**src/rtl/multicycle_sequencer.sv**
```systemverilog
// multicycle_sequencer
//   Multicycle control unit for the RV32I core. It decodes the opcode into datapath
//   controls and steps each instruction through IWAIT -> FETCH -> EXEC -> (MEM) -> COMMIT.
//   Wait states are configurable, the memory ready handshake is optional, stall freezes
//   the machine, and illegal opcodes or memory timeouts trap. A retired-instruction
//   counter is also kept.
// Ports
//   clk, reset      clock; asynchronous active-high reset
//   opcode          instr[6:0] of the current instruction
//   br_en           branch condition from the comparator
//   stall           freezes state and counters; forces the strobes low
//   mem_ready       dmem transfer complete (only when USE_MEM_READY != 0)
//   imm_en, reg_wr_sel, pc_sel, mem_func
//                   decoded controls; they follow opcode in every state
//   fetch_instr, update_pc, reg_wr_en, mem_done, data_mem_wr_en
//                   per-state strobes
//   trap, trap_cause
//                   sticky trap flag and its cause (1 illegal, 2 mem timeout)
//   instret         count of retired instructions; it wraps
module multicycle_sequencer #(
    parameter int unsigned IMEM_WAIT     = 2,
    parameter int unsigned DMEM_WAIT     = 2,
    parameter int unsigned USE_MEM_READY = 0,
    parameter int unsigned MEM_TIMEOUT   = 16,
    parameter int unsigned CNT_W         = 32
) (
    input  logic             clk,
    input  logic             reset,
    input  logic [6:0]       opcode,
    input  logic             br_en,
    input  logic             stall,
    input  logic             mem_ready,
    output logic             imm_en,
    output logic             reg_wr_en,
    output logic [2:0]       reg_wr_sel,
    output logic             data_mem_wr_en,
    output logic [2:0]       pc_sel,
    output logic             mem_func,
    output logic             fetch_instr,
    output logic             update_pc,
    output logic             mem_done,
    output logic             trap,
    output logic [1:0]       trap_cause,
    output logic [CNT_W-1:0] instret
);

    localparam logic [6:0] OP_IALU   = 7'b0010011;
    localparam logic [6:0] OP_R      = 7'b0110011;
    localparam logic [6:0] OP_LOAD   = 7'b0000011;
    localparam logic [6:0] OP_STORE  = 7'b0100011;
    localparam logic [6:0] OP_BRANCH = 7'b1100011;
    localparam logic [6:0] OP_JAL    = 7'b1101111;
    localparam logic [6:0] OP_JALR   = 7'b1100111;
    localparam logic [6:0] OP_LUI    = 7'b0110111;
    localparam logic [6:0] OP_AUIPC  = 7'b0010111;

    // A single wait counter serves IWAIT and MEM, so it is sized for the largest bound.
    localparam int unsigned WAIT_AB  = (IMEM_WAIT > DMEM_WAIT) ? IMEM_WAIT : DMEM_WAIT;
    localparam int unsigned WAIT_MAX = (WAIT_AB > MEM_TIMEOUT) ? WAIT_AB : MEM_TIMEOUT;
    localparam int unsigned WAIT_W   = $clog2(WAIT_MAX + 1);

    localparam logic [WAIT_W-1:0] IMEM_LAST = WAIT_W'(IMEM_WAIT - 1);
    localparam logic [WAIT_W-1:0] DMEM_LAST = WAIT_W'(DMEM_WAIT - 1);
    localparam logic [WAIT_W-1:0] TOUT_LAST = WAIT_W'(MEM_TIMEOUT - 1);

    localparam logic [1:0] CAUSE_ILLEGAL = 2'd1;
    localparam logic [1:0] CAUSE_TIMEOUT = 2'd2;

    typedef enum logic [2:0] {
        S_IWAIT  = 3'd0,
        S_FETCH  = 3'd1,
        S_EXEC   = 3'd2,
        S_MEM    = 3'd3,
        S_COMMIT = 3'd4,
        S_TRAP   = 3'd5
    } state_t;

    state_t            state;
    logic [WAIT_W-1:0] wait_cnt;
    logic              is_store;
    logic              dec_wr_en;
    logic              legal;

    // Opcode decode; it is combinational and independent of state.
    always_comb begin
        imm_en     = 1'b0;
        reg_wr_sel = 3'd0;
        pc_sel     = 3'd0;
        mem_func   = 1'b0;
        is_store   = 1'b0;
        dec_wr_en  = 1'b0;
        legal      = 1'b1;
        case (opcode)
            OP_IALU: begin
                imm_en    = 1'b1;
                dec_wr_en = 1'b1;
            end
            OP_R: begin
                dec_wr_en = 1'b1;
            end
            OP_LOAD: begin
                imm_en     = 1'b1;
                reg_wr_sel = 3'd1;
                mem_func   = 1'b1;
                dec_wr_en  = 1'b1;
            end
            OP_STORE: begin
                imm_en   = 1'b1;
                mem_func = 1'b1;
                is_store = 1'b1;
            end
            OP_BRANCH: begin
                pc_sel = br_en ? 3'd1 : 3'd0;
            end
            OP_JAL: begin
                reg_wr_sel = 3'd2;
                pc_sel     = 3'd4;
                dec_wr_en  = 1'b1;
            end
            OP_JALR: begin
                imm_en     = 1'b1;
                reg_wr_sel = 3'd2;
                pc_sel     = 3'd2;
                dec_wr_en  = 1'b1;
            end
            OP_LUI: begin
                reg_wr_sel = 3'd3;
                dec_wr_en  = 1'b1;
            end
            OP_AUIPC: begin
                reg_wr_sel = 3'd4;
                dec_wr_en  = 1'b1;
            end
            default: begin
                legal = 1'b0;
            end
        endcase
    end

    // Strobes are a function of the current state. A stall must silence them in the
    // same cycle, so they cannot come from a register.
    always_comb begin
        fetch_instr    = 1'b0;
        update_pc      = 1'b0;
        reg_wr_en      = 1'b0;
        mem_done       = 1'b0;
        data_mem_wr_en = 1'b0;
        if (!stall) begin
            case (state)
                S_FETCH:  fetch_instr    = 1'b1;
                S_MEM:    data_mem_wr_en = is_store;
                S_COMMIT: begin
                    update_pc = 1'b1;
                    reg_wr_en = dec_wr_en;
                    mem_done  = mem_func;
                end
                default: ;
            endcase
        end
    end

    // Sequencer state, wait counter, trap record and retired count.
    always_ff @(posedge clk or posedge reset) begin
        if (reset) begin
            state      <= S_IWAIT;
            wait_cnt   <= '0;
            instret    <= '0;
            trap       <= 1'b0;
            trap_cause <= 2'd0;
        end else if (!stall) begin
            case (state)
                S_IWAIT: begin
                    if (wait_cnt == IMEM_LAST) begin
                        state    <= S_FETCH;
                        wait_cnt <= '0;
                    end else begin
                        wait_cnt <= wait_cnt + WAIT_W'(1);
                    end
                end
                S_FETCH: begin
                    state    <= S_EXEC;
                    wait_cnt <= '0;
                end
                S_EXEC: begin
                    wait_cnt <= '0;
                    if (!legal) begin
                        state      <= S_TRAP;
                        trap       <= 1'b1;
                        trap_cause <= CAUSE_ILLEGAL;
                    end else if (mem_func) begin
                        state <= S_MEM;
                    end else begin
                        state <= S_COMMIT;
                    end
                end
                S_MEM: begin
                    if (USE_MEM_READY != 0) begin
                        if (mem_ready) begin
                            state    <= S_COMMIT;
                            wait_cnt <= '0;
                        end else if (wait_cnt == TOUT_LAST) begin
                            state      <= S_TRAP;
                            trap       <= 1'b1;
                            trap_cause <= CAUSE_TIMEOUT;
                        end else begin
                            wait_cnt <= wait_cnt + WAIT_W'(1);
                        end
                    end else begin
                        if (wait_cnt == DMEM_LAST) begin
                            state    <= S_COMMIT;
                            wait_cnt <= '0;
                        end else begin
                            wait_cnt <= wait_cnt + WAIT_W'(1);
                        end
                    end
                end
                S_COMMIT: begin
                    instret  <= instret + CNT_W'(1);
                    state    <= S_IWAIT;
                    wait_cnt <= '0;
                end
                S_TRAP: begin
                    state <= S_TRAP;
                end
                default: begin
                    state    <= S_IWAIT;
                    wait_cnt <= '0;
                end
            endcase
        end
    end

endmodule
```
**config.mk**
```make
export PLATFORM = sky130hd
export DESIGN_NAME = multicycle_sequencer
export DESIGN_NICKNAME = d
export VERILOG_FILES = /design/src/rtl/multicycle_sequencer.sv
export SDC_FILE = /design/constraint.sdc
export NUM_CORES = 1
export LEC_CHECK = 0
export CAP_MARGIN = 10
export CORE_ASPECT_RATIO = 1.2
export CORE_MARGIN = 2
export CORE_UTILIZATION = 26
export CTS_CLUSTER_SIZE = 24
export DETAILED_ROUTE_END_ITERATION = 8
export GPL_TIMING_DRIVEN = 1
export PLACE_DENSITY = 0.5
export SYNTH_ARGS = -nofsm -noshare
export SYNTH_HDL_FRONTEND = slang
export SYNTH_SLANG_ARGS = --single-unit
```
**constraint.sdc**
```tcl
create_clock -name clk -period 4.55 [get_ports clk]
set_clock_uncertainty 0.2 [all_clocks]
set_input_delay 0.91 -clock clk [delete_from_list [all_inputs] [get_ports clk]]
set_output_delay 0.91 -clock clk [all_outputs]
set_load 0.01 [all_outputs]
```
==> flow_summary.yaml, run 1 <==
run_status:
  outcome: "completed"
final_layout:
  fin_nets: 312
  area_growth_from_synthesis_to_layout_pct: 35.2
  layout.filler_cells: 882
  area_of_combinational_cells_with_multiple_inputs_um2: 1170
  drive_above_1_share_pct: 8.05
  seq_area_um2: 1030
  final_util_pct: 36.2
  antenna_cells_inserted: 0
timing:
  final.setup.tns_ns: 0
  setup_slack_ns: 0.504
  worstMarginPinSlew_ns: 0.936
  fin_crit_period_ns: 4.05
  final_hold_viol_count: 0
  max_freq_ghz: 0.247
  worst_hold_slack_ns: 0.273
  slew_viol_final: 0
  finalCritPeriodShare_pct: 88.9
  report.final.setup_viol: 0
  unrepaired_setup_endpoints_after_global_routing: "false"
  max_slew_margin_pct: 37.5
yosys:
  syn-mean-instance-area_um2: 9.52
  async_reset_ff_share_pct: 100
  synth.ff_latch_count: 41
  yosysMostFrequentCell: "dfrtp_1"
  synth.yosys.warnings: 0
  synth-edff-count: 0
  synth_simple_gate_area_share_pct: 29.6
  synthesized_area_fraction_occupied_by_xor_and_xnor_cells_pct: 11.8
  seq_total_area_yosys_pct: 44.5
  synth_cell_types: 45
  synth_compound_area_share_pct: 7.33
  post_synth_most_frequent_cells: "41 x dfrtp_1, 20 x xor2_1, 17 x nand2_1, 13 x nand3_1, 13 x nor3_1"
  postSynthNetCount: 257
  yosys_most_used_dff: "dfrtp_1"
  share_of_synthesized_area_spent_on_multiplexers_pct: 0.489
  synthAdderAreaFrac_pct: 1.63
  yosysTopAreaCellShare_pct: 44.5
  synthCells: 242
  synth_area_leader_cell: "dfrtp_1"
  synth.cell_area_um2: 2300
  netlist_top_cells_area: "dfrtp_1 45%, xor2_1 7.6%, xnor2_1 4.2%"
  combinational_family_with_the_most_area_after_synthesis: "simple AND/OR/NAND/NOR gates"
detailed_routing:
  detail_route.vias_per_cell: 4.70
  dr.first_iter.drc_count: 76
  drt-pass1-iter-count: 4
  residual_drc: 0
  routed-via-count: 1949
  dr_wl_cell_um: 12.9
  ant_nets: 0
  wirelength_mm: 5.35
clock_tree:
  clock_latency_ns: 0.29
  cts_resized: 0
  post_cts_buffers: 0
  cts_tree: "done"
  tritoncts.num_buffers: 5
  clkTransAtPathRegs_ns: 0.08
  clock_path_buffers: 2
  clock_sink_count: 41
  ctsRootBufferMaster: "clkbuf_8"
  cts.hold.buffers_added: 0
  cts_htree_levels: 2
pwr:
  static-leakage-power_nw: 1.32
  power.density_nw_per_um2: 318
  max-vdd-ir-drop_v: 0.0000914
  report.power.total_uw: 991
die:
  die_h_um: 107
  top_level_ports: 60
  start_util_pct: 26.8
  die_x_um: 89.9
  row_count: 37
  floorplan.core_area_um2: 8610
  floorplan.die_area_um2: 9640
grt:
  global_route.overflow_total: 0
  grt_antenna_before_repair: 0
  via_count_of_the_first_global_routing_pass: 1881
  global_route_wire_length_before_repair_mm: 9.15
  grt_start_max_net_pins: 26
  all_layer_gr_usage_pct: 11.5
worst_setup_path:
  worstPathMaxFanout: 11
  worst-setup-path-type: "input pin to primary output"
  arrival_ns: 2.94
  critPathRequiredTime_ns: 3.44
  worstSetupStartpointType: "input pin"
  critPathCaptureType: "primary output"
placed_design:
  detailed_place_hpwl_mm: 3.86
  finalWeightedCongestion: 0.762
  buffer_ports.inserted: 57
  detailedPlace.worstSlack_ns: 0.508
min_path:
  hp-class: "register to register"
flow_run:
  max_cap_violations: 0
==> cell type report <==
| class | count | area share [%] |
|---|---|---|
| Inverter | 10 | 1.20 |
| Clock inverter | 1 | 0.963 |
| Tap cell | 117 | 4.70 |
| Clock buffer | 7 | 2.77 |
| Multi-Input combinational cell | 176 | 37.7 |
| Timing Repair Buffer | 63 | 19.8 |
| Sequential cell | 41 | 32.9 |
==> where the power goes <==
group	switching [mW]	internal, mW
clock network	0.127	0.179
registers	0.0663	0.397
logic	0.106	0.116
total	0.299	0.693
==> final timing paths <==
path	startpoint	endpoint	slack (ns)	depth (start not counted)
setup reg to reg	state[1]$_DFFE_PP0P_	instret[21]$_DFFE_PP0P_	1.99	6
hold reg to reg	instret[31]$_DFFE_PP0P_	instret[31]$_DFFE_PP0P_	0.27	1
setup / recovery	opcode[4]	reg_wr_en	0.50	5
max in group asynchronous	reset	wait_cnt[0]$_DFFE_PP0P_	2.43	3
min in group asynchronous	reset	instret[20]$_DFFE_PP0P_	0.92	2
hold / removal	instret[31]$_DFFE_PP0P_	instret[31]$_DFFE_PP0P_	0.27	1
==> stage by stage <==
step | cells | area [um^2]
after floorplan | 242 | 2300
after global placement | 407 | 3000
after detailed placement | 407 | 3000
after CTS | 415 | 3120
after global routing | 415 | 3120
final | 415 | 3120
==> routing by layer <==
metal / global-route usage, % / part of all wire, %
met1: 14.0 / 45
met2: 19.9 / 49
met3: 2.74 / 5.1
met4: 4.18 / 1.3
met5: 0 / 0
==> sequential cells by signal, indices dropped and copies added, names as in the netlist <==
signal and count:
instret 32, state 3, wait_cnt 5, trap_cause 1
==> cells in the final DEF (no fill, tap or decap), drive strengths merged, types with 6 or more instances in the layout <==
master / instances
nand2b: 8
nand4: 9
o21ai: 12
nand3: 13
clkbuf: 7
and3: 6
nor3: 19
xor2: 20
dfrtp: 41
nand2: 17
clkdlybuf4s50: 57
inv: 10
xnor2: 11
nor2: 10
buf: 6
==> logic make-up after synthesis <==
| logic type | after synthesis |
|---|---|
| compound gates | 27 |
| xor+xnor | 31 |
| fa+ha+maj | 3 |
| buf+inv | 25 |
| flops | 41 |
| mux | 1 |
| other cells | 1 |
| simple gates | 113 |
==> worst max-delay path, stage by stage <==
cell and delay (ns):
clkdlybuf4s50_1 0.65, or3b_2 0.49, a21oi_1 0.19, o21a_1 0.16, clkdlybuf4s50_1 0.53
Power figures use the tool's default switching activity.
==> run 2, diff against run 1 <==
--- a/config.mk
+++ b/config.mk
@@ -13,6 +13,7 @@
 export DETAILED_ROUTE_END_ITERATION = 8
 export GPL_TIMING_DRIVEN = 1
 export PLACE_DENSITY = 0.5
+export SETUP_SLACK_MARGIN = 0.3
 export SYNTH_ARGS = -nofsm -noshare
 export SYNTH_HDL_FRONTEND = slang
 export SYNTH_SLANG_ARGS = --single-unit
==> results of run 2 <==
The final DEF is identical to that of run 1; final timing and power are the same.
==> run 3, diff against run 2 <==
--- a/config.mk
+++ b/config.mk
@@ -14,6 +14,7 @@
 export GPL_TIMING_DRIVEN = 1
 export PLACE_DENSITY = 0.5
 export SETUP_SLACK_MARGIN = 0.3
+export SKIP_LAST_GASP = 1
 export SYNTH_ARGS = -nofsm -noshare
 export SYNTH_HDL_FRONTEND = slang
 export SYNTH_SLANG_ARGS = --single-unit
==> results of run 3 <==
The final DEF is identical to that of run 1; final timing and power are the same.
